**config.mk**
```make
export PLATFORM = sky130hd
export DESIGN_NAME = led_state_sequencer
export DESIGN_NICKNAME = d
export VERILOG_FILES = /design/src/rtl/led_seq_pkg.sv /design/src/rtl/led_dwell_counter.sv /design/src/rtl/led_state_sequencer.sv
export SDC_FILE = /design/constraint.sdc
export NUM_CORES = 1
export LEC_CHECK = 0
export BUFFER_PORTS_ARGS = -buffer_cell sky130_fd_sc_hd__buf_4
export CAP_MARGIN = 20
export CORE_MARGIN = 1.5
export CORE_UTILIZATION = 48
export DETAILED_ROUTE_END_ITERATION = 10
export GPL_ROUTABILITY_DRIVEN = 0
export HOLD_SLACK_MARGIN = 0.08
export PLACE_DENSITY_LB_ADDON = 0.12
export SLEW_MARGIN = 20
export SYNTH_ARGS = -nofsm -noshare
export SYNTH_HDL_FRONTEND = slang
export SYNTH_SLANG_ARGS = --single-unit
export TNS_END_PERCENT = 5
```
**constraint.sdc**
```tcl
create_clock -name clk -period 4.38 [get_ports clk]
set_input_delay 0.438 -clock clk [delete_from_list [all_inputs] [get_ports clk]]
set_output_delay 0.438 -clock clk [all_outputs]
set_load 0.03 [all_outputs]
```
**src/rtl/led_seq_pkg.sv**
```systemverilog
// Shared definitions for the LED pattern-state sequencer.
//   seq_state_t       : sequencer FSM encoding (idle / granted / gap).
//   LED_W             : width of one pattern-state LED vector.
//   SLAVE_RST_PATTERN : LED vector a pattern-state block shows out of reset.
//   MAX_STATES        : most pattern-state blocks one sequencer can serve.
//   IDX_W             : width of a pattern-state index.
//   idx_onehot()      : index -> one-hot grant vector over MAX_STATES.
package led_seq_pkg;

   typedef enum logic [1:0] {
      SEQ_IDLE   = 2'd0,
      SEQ_ACTIVE = 2'd1,
      SEQ_GAP    = 2'd2
   } seq_state_t;

   localparam int LED_W      = 18;
   localparam int MAX_STATES = 8;
   localparam int IDX_W      = 3;

   localparam logic [LED_W-1:0] SLAVE_RST_PATTERN = 18'b000000000000000111;

   function automatic logic [MAX_STATES-1:0] idx_onehot(input logic [IDX_W-1:0] idx);
      return MAX_STATES'(1) << idx;
   endfunction

endpackage

```
**src/rtl/led_dwell_counter.sv**
```systemverilog
// Dwell counter: counts enabled cycles since the last clear and flags when
// the count equals a (run-time selectable) terminal value.
//   clk     : system clock
//   sync_rs : synchronous active-high reset
//   clr     : synchronous clear (wins over en)
//   en      : count enable
//   term    : terminal count to compare against
//   at_term : high while the current count equals term
module led_dwell_counter #(
   parameter int CNT_W = 6
) (
   input  logic             clk,
   input  logic             sync_rs,
   input  logic             clr,
   input  logic             en,
   input  logic [CNT_W-1:0] term,
   output logic             at_term
);

   logic [CNT_W-1:0] count_reg;

   // The owner clears the counter on every phase change, so the count never
   // runs past term and no wrap handling is needed.
   always_ff @(posedge clk) begin
      if (sync_rs || clr) begin
         count_reg <= '0;
      end else if (en) begin
         count_reg <= count_reg + CNT_W'(1);
      end
   end

   assign at_term = (count_reg == term);

endmodule

```
**src/rtl/led_state_sequencer.sv**
```systemverilog
// LED pattern sequencer: initiator side of the begin/over handshake.
// Grants one pattern state at a time, waits for its done flag (or a timeout),
// leaves a short all-low gap so the slave can drop its done flag, then grants
// the next state, wrapping to state 0. Muxes the granted state's LED vector
// onto the board LEDs.
//   clk         : system clock, rising edge
//   sync_rs     : synchronous active-high reset, highest priority
//   run         : global run level; low forces idle, resume starts at state 0
//   st_over     : done flag per pattern state (only the granted bit matters)
//   st_out_flat : LED vectors, state i at [i*LED_W +: LED_W]
//   st_begin    : one-hot grant to the pattern states
//   enabler     : shared enable level, high whenever the schedule runs
//   out         : board LED vector (granted slice, one cycle late)
//   active_idx  : index of the granted / last-granted state
//   timeout_err : sticky, some state overstayed TIMEOUT_CYC
module led_state_sequencer #(
   parameter int NUM_STATES  = 4,
   parameter int LED_W       = led_seq_pkg::LED_W,
   parameter int TIMEOUT_CYC = 64,
   parameter int GAP_CYC     = 1
) (
   input  logic                        clk,
   input  logic                        sync_rs,
   input  logic                        run,
   input  logic [NUM_STATES-1:0]       st_over,
   input  logic [NUM_STATES*LED_W-1:0] st_out_flat,
   output logic [NUM_STATES-1:0]       st_begin,
   output logic                        enabler,
   output logic [LED_W-1:0]            out,
   output logic [2:0]                  active_idx,
   output logic                        timeout_err
);

   import led_seq_pkg::*;

   // One counter times both the granted dwell and the gap, so size it for
   // the longer of the two.
   localparam int DWELL_MAX = (TIMEOUT_CYC > GAP_CYC) ? TIMEOUT_CYC : GAP_CYC;
   localparam int CNT_W     = $clog2(DWELL_MAX);

   localparam logic [CNT_W-1:0] TIMEOUT_TERM = CNT_W'(TIMEOUT_CYC - 1);
   localparam logic [CNT_W-1:0] GAP_TERM     = CNT_W'(GAP_CYC - 1);
   localparam logic [IDX_W-1:0] LAST_IDX     = IDX_W'(NUM_STATES - 1);

   seq_state_t             state_reg, state_next;
   logic [IDX_W-1:0]       idx_reg, idx_next;
   logic [NUM_STATES-1:0]  begin_reg, begin_next;
   logic                   enabler_reg, enabler_next;
   logic [LED_W-1:0]       out_reg, out_next;
   logic                   timeout_reg, timeout_next;

   logic                   cnt_clr;
   logic                   cnt_en;
   logic [CNT_W-1:0]       cnt_term;
   logic                   cnt_at_term;
   logic [MAX_STATES-1:0]  grant_onehot;

   // Pad the per-state inputs out to MAX_STATES so a 3-bit index always
   // lands on a defined entry; unused entries read as zero.
   logic [LED_W-1:0]       slice_arr [MAX_STATES];
   logic [MAX_STATES-1:0]  over_pad;

   for (genvar gi = 0; gi < MAX_STATES; gi++) begin : g_pad
      if (gi < NUM_STATES) begin : g_used
         assign slice_arr[gi] = st_out_flat[gi*LED_W +: LED_W];
         assign over_pad[gi]  = st_over[gi];
      end else begin : g_unused
         assign slice_arr[gi] = '0;
         assign over_pad[gi]  = 1'b0;
      end
   end

   led_dwell_counter #(
      .CNT_W (CNT_W)
   ) u_dwell (
      .clk     (clk),
      .sync_rs (sync_rs),
      .clr     (cnt_clr),
      .en      (cnt_en),
      .term    (cnt_term),
      .at_term (cnt_at_term)
   );

   always_comb begin
      state_next   = state_reg;
      idx_next     = idx_reg;
      begin_next   = begin_reg;
      enabler_next = enabler_reg;
      out_next     = out_reg;
      timeout_next = timeout_reg;
      cnt_clr      = 1'b0;
      cnt_en       = 1'b0;
      grant_onehot = '0;
      cnt_term     = (state_reg == SEQ_GAP) ? GAP_TERM : TIMEOUT_TERM;

      case (state_reg)
         SEQ_IDLE: begin
            begin_next   = '0;
            enabler_next = 1'b0;
            out_next     = '0;
            idx_next     = '0;
            cnt_clr      = 1'b1;
            if (run) begin
               state_next   = SEQ_ACTIVE;
               grant_onehot = idx_onehot('0);
               begin_next   = grant_onehot[NUM_STATES-1:0];
               enabler_next = 1'b1;
            end
         end

         SEQ_ACTIVE: begin
            enabler_next = 1'b1;
            out_next     = slice_arr[idx_reg];
            cnt_en       = 1'b1;
            // Done flag is checked first so a done arriving on the final
            // allowed cycle counts as a normal completion.
            if (over_pad[idx_reg]) begin
               state_next = SEQ_GAP;
               begin_next = '0;
               cnt_clr    = 1'b1;
            end else if (cnt_at_term) begin
               timeout_next = 1'b1;
               state_next   = SEQ_GAP;
               begin_next   = '0;
               cnt_clr      = 1'b1;
            end
         end

         SEQ_GAP: begin
            cnt_en = 1'b1;
            if (cnt_at_term) begin
               idx_next     = (idx_reg == LAST_IDX) ? '0 : idx_reg + IDX_W'(1);
               grant_onehot = idx_onehot(idx_next);
               begin_next   = grant_onehot[NUM_STATES-1:0];
               state_next   = SEQ_ACTIVE;
               cnt_clr      = 1'b1;
            end
         end

         default: begin
            state_next = SEQ_IDLE;
         end
      endcase

      // Dropping run overrides everything decided above, including a done
      // flag or timeout in the same cycle; the error flag keeps its value.
      if (!run) begin
         state_next   = SEQ_IDLE;
         begin_next   = '0;
         enabler_next = 1'b0;
         out_next     = '0;
         idx_next     = '0;
         timeout_next = timeout_reg;
         cnt_clr      = 1'b1;
         cnt_en       = 1'b0;
      end
   end

   always_ff @(posedge clk) begin
      if (sync_rs) begin
         state_reg   <= SEQ_IDLE;
         idx_reg     <= '0;
         begin_reg   <= '0;
         enabler_reg <= 1'b0;
         out_reg     <= '0;
         timeout_reg <= 1'b0;
      end else begin
         state_reg   <= state_next;
         idx_reg     <= idx_next;
         begin_reg   <= begin_next;
         enabler_reg <= enabler_next;
         out_reg     <= out_next;
         timeout_reg <= timeout_next;
      end
   end

   assign st_begin    = begin_reg;
   assign enabler     = enabler_reg;
   assign out         = out_reg;
   assign active_idx  = idx_reg;
   assign timeout_err = timeout_reg;

   // Two pattern states must never be granted in the same cycle.
   a_grant_onehot0 : assert property (@(posedge clk) disable iff (sync_rs) $onehot0(begin_reg));

endmodule

```
==> reports/qor.yml <==
run_status:
  run_status: "finished clean"
power:
  p_switching_mw: 0.169
  switching_share_pct: 24.5
  pwr-share-seq_pct: 47.5
  p_int_mw: 0.521
  p_leak_nw: 1.18
  comb_power_share_pct: 18.3
  power_density_mw_per_mm2: 240
  clockPowerShare_pct: 34.3
  peakVddDrop_v: 0.000187
yosys:
  yosysUniqueCellTypes: 40
  synth_seq_cells: 35
  synthCells: 192
  ys_top_cells_by_count: "nor2_1, dfxtp_1, a22oi_1"
  synth_warnings: 0
  synth_edf_count: 0
  seq_area_frac_synth_pct: 35.4
  synth_top_area_share_pct: 35.4
  syn_avg_cell_area_um2: 10.3
  synth_ff_type: "dfxtp_1"
  synth.most_common_cell: "nor2_1"
  synth_fp_nets: 277
  synth_area_mm2: 0.00198
  synthTopCellsByArea: "dfxtp_1, mux4_2, a22oi_1"
  yosysTopAreaCell: "dfxtp_1"
  synthArstFlopShare_pct: 0
cells_and_area:
  largest_reg_flops: 18
  n_fill_cell: 325
  nets: 377
  drive_above_1_share_pct: 48.6
  ff_latch_area_um2: 702
  multi_input_area_mm2: 0.00121
  antennaDiodeCount: 0
  finish.utilization_pct: 72.3
  area_growth_pct: 45.3
worst_setup_path:
  path_depth: 6
  crit_path_max_fanout: 23
  critPathBufInv: 0
  cp.required_ns: 4.56
  critPathCaptureType: "flip-flop"
  ff2ff_path_depth: 6
  start_kind: "flip-flop"
  cp_slowest_stage_delay_ns: 0.99
  crit_type: "reg -> reg"
  critical_path.cell_chain: "ha_1 > nor2b_1 > maj3_1 > nor2_1 > a21oi_1 > o311a_2"
  cp.arrival_ns: 2.50
  crit_family: "flip-flops"
  crit_slowest_cell: "dfxtp_1"
drt:
  via_count: 1939
  postRouteAntennaNets: 0
  drt-vias-per-instance: 5.67
  routedWlPerCell_um: 16.1
  initialDrtViolationCount: 160
  drc_errors: 0
  wirelength_um: 5490
  first_pass_iters: 4
grt:
  grt_max_degree: 29
  grt_pass1_wl_um: 7940
  grt_usage_pct: 23.9
  busiest_layer: "met2"
  grt_pass1_vias: 1724
  met2_usage_pct: 41.1
  met1_usage_pct: 28.9
  grtUsageMet3_pct: 6.17
  antenna_found_initial: 0
  grt_overflow: 0
cts:
  clkSinkCount: 35
  cts_tree: "done"
  holdBufCountCts: 0
  h-tree-depth: 2
  cts_root_buffer: "clkbuf_8"
  cts_resized: 0
  clk_path_buf_depth: 2
  path_clk_slew_ns: 0.07
  cts_made_buffers: 5
  cts_setup_buffers: 0
  clk-insertion-delay-late_ns: 0.29
timing:
  tightest_slew_ns: 1.01
  fin_crit_ns: 2.32
  finalHoldViolations: 0
  max_freq_mhz: 430
  finalClockSkew_ns: 0.00468
  setup_viol: 0
  relSlewSlack_pct: 32.4
  hold_ws_ns: 0.313
  fin_setup_tns_ns: 0
  maxSlewViolCount: 0
  rsz0062_at_grt: "false"
  fin_crit_sh_pct: 53.0
floorplan:
  die_h_um: 67.2
  io_pins: 106
  die_w_um: 67.2
  initial_core_util_pct: 49.8
  dieArea_mm2: 0.00451
  rows: 23
  core_mm2: 0.00397
placement:
  dp_hpwl_um: 4040
  port_buffers: 105
run:
  drv_cap: 0
hold_path:
  min_path_cells: 2
  hold_path_class: "in -> reg"
==> cell type report <==
| class | count | share of cell area (%) |
|---|---|---|
| multi-input combinational | 138 | 42.0 |
| timing repair buffer | 105 | 27.4 |
| sequential | 35 | 24.4 |
| clock buffer | 6 | 2.87 |
| tap | 50 | 2.18 |
| inverter | 7 | 0.915 |
| clock inverter | 1 | 0.174 |
==> placed cells by master (no fill, tap or decap), types with 2 or more instances in the layout <==
master / synthesis / final
dfxtp_1: 35 / 34
nor3_1: 4 / 4
or2_2: 2 / 2
clkbuf_8: 0 / 6
a22oi_1: 19 / 19
a32o_1: 2 / 2
ha_1: 6 / 6
a21oi_1: 4 / 4
xor2_1: 3 / 3
a31oi_1: 4 / 4
xnor2_1: 3 / 3
nor2_1: 38 / 36
mux4_2: 18 / 18
nand2_1: 4 / 4
nand2b_1: 2 / 2
buf_4: 0 / 105
nand4_1: 3 / 3
nor2_2: 0 / 2
inv_1: 7 / 7
mux2i_1: 3 / 3
nor2b_1: 3 / 3
==> metal layers <==
metal | vias up | share of wire [%]
met5 | - | 0
met4 | 0 | 1.5
met3 | 9 | 7.1
met2 | 71 | 51
met1 | 939 | 40
li1 | 920 | -
==> final timing paths <==
kind                                     from     endpoint  slack, ns
worst max register to register  active_idx[1]  st_begin[0]       2.06
worst max-delay path            active_idx[1]  st_begin[0]       2.06
worst min register to register    st_begin[2]  st_begin[2]       0.48
worst min-delay path                  sync_rs  timeout_err       0.31
==> through the flow <==
stage / instance area, um2 / setup WS (ns) / instances / power (mW)
6_report: 2870 / 2.06 / 342 / 0.690
2_1_floorplan: 1980 / 2.36 / 192 / 0.390
5_1_grt: 2870 / 1.92 / 342 / 0.717
3_3_place_gp: 2780 / 2.15 / 335 / 0.457
4_1_cts: 2870 / 2.05 / 342 / 0.693
3_5_place_dp: 2790 / 2.07 / 335 / 0.460
==> power by group through the flow <==
stage               Sequential (mW)  Clock (mW)  Combinational, mW
global route                  0.328       0.255              0.135
floorplan                     0.342           0             0.0484
detailed placement            0.335           0              0.126
global placement              0.335           0              0.123
CTS                           0.328       0.239              0.127
finish                        0.328       0.236              0.126
==> cells by family after synthesis <==
family | synth area share [%]
compound gates | 15.4
buf+inv | 3.80
xor+xnor | 2.66
fa+ha+maj | 4.30
flops | 35.4
simple gates | 16.3
mux | 22.0
==> worst reg2reg max path, cell delays in order (launching register included) <==
cell	delay (ns)
dfxtp_1	0.99
ha_1	0.32
nor2b_1	0.07
maj3_1	0.36
nor2_1	0.09
a21oi_1	0.05
o311a_2	0.33
Note: power is estimated with default switching activity, not from simulation.
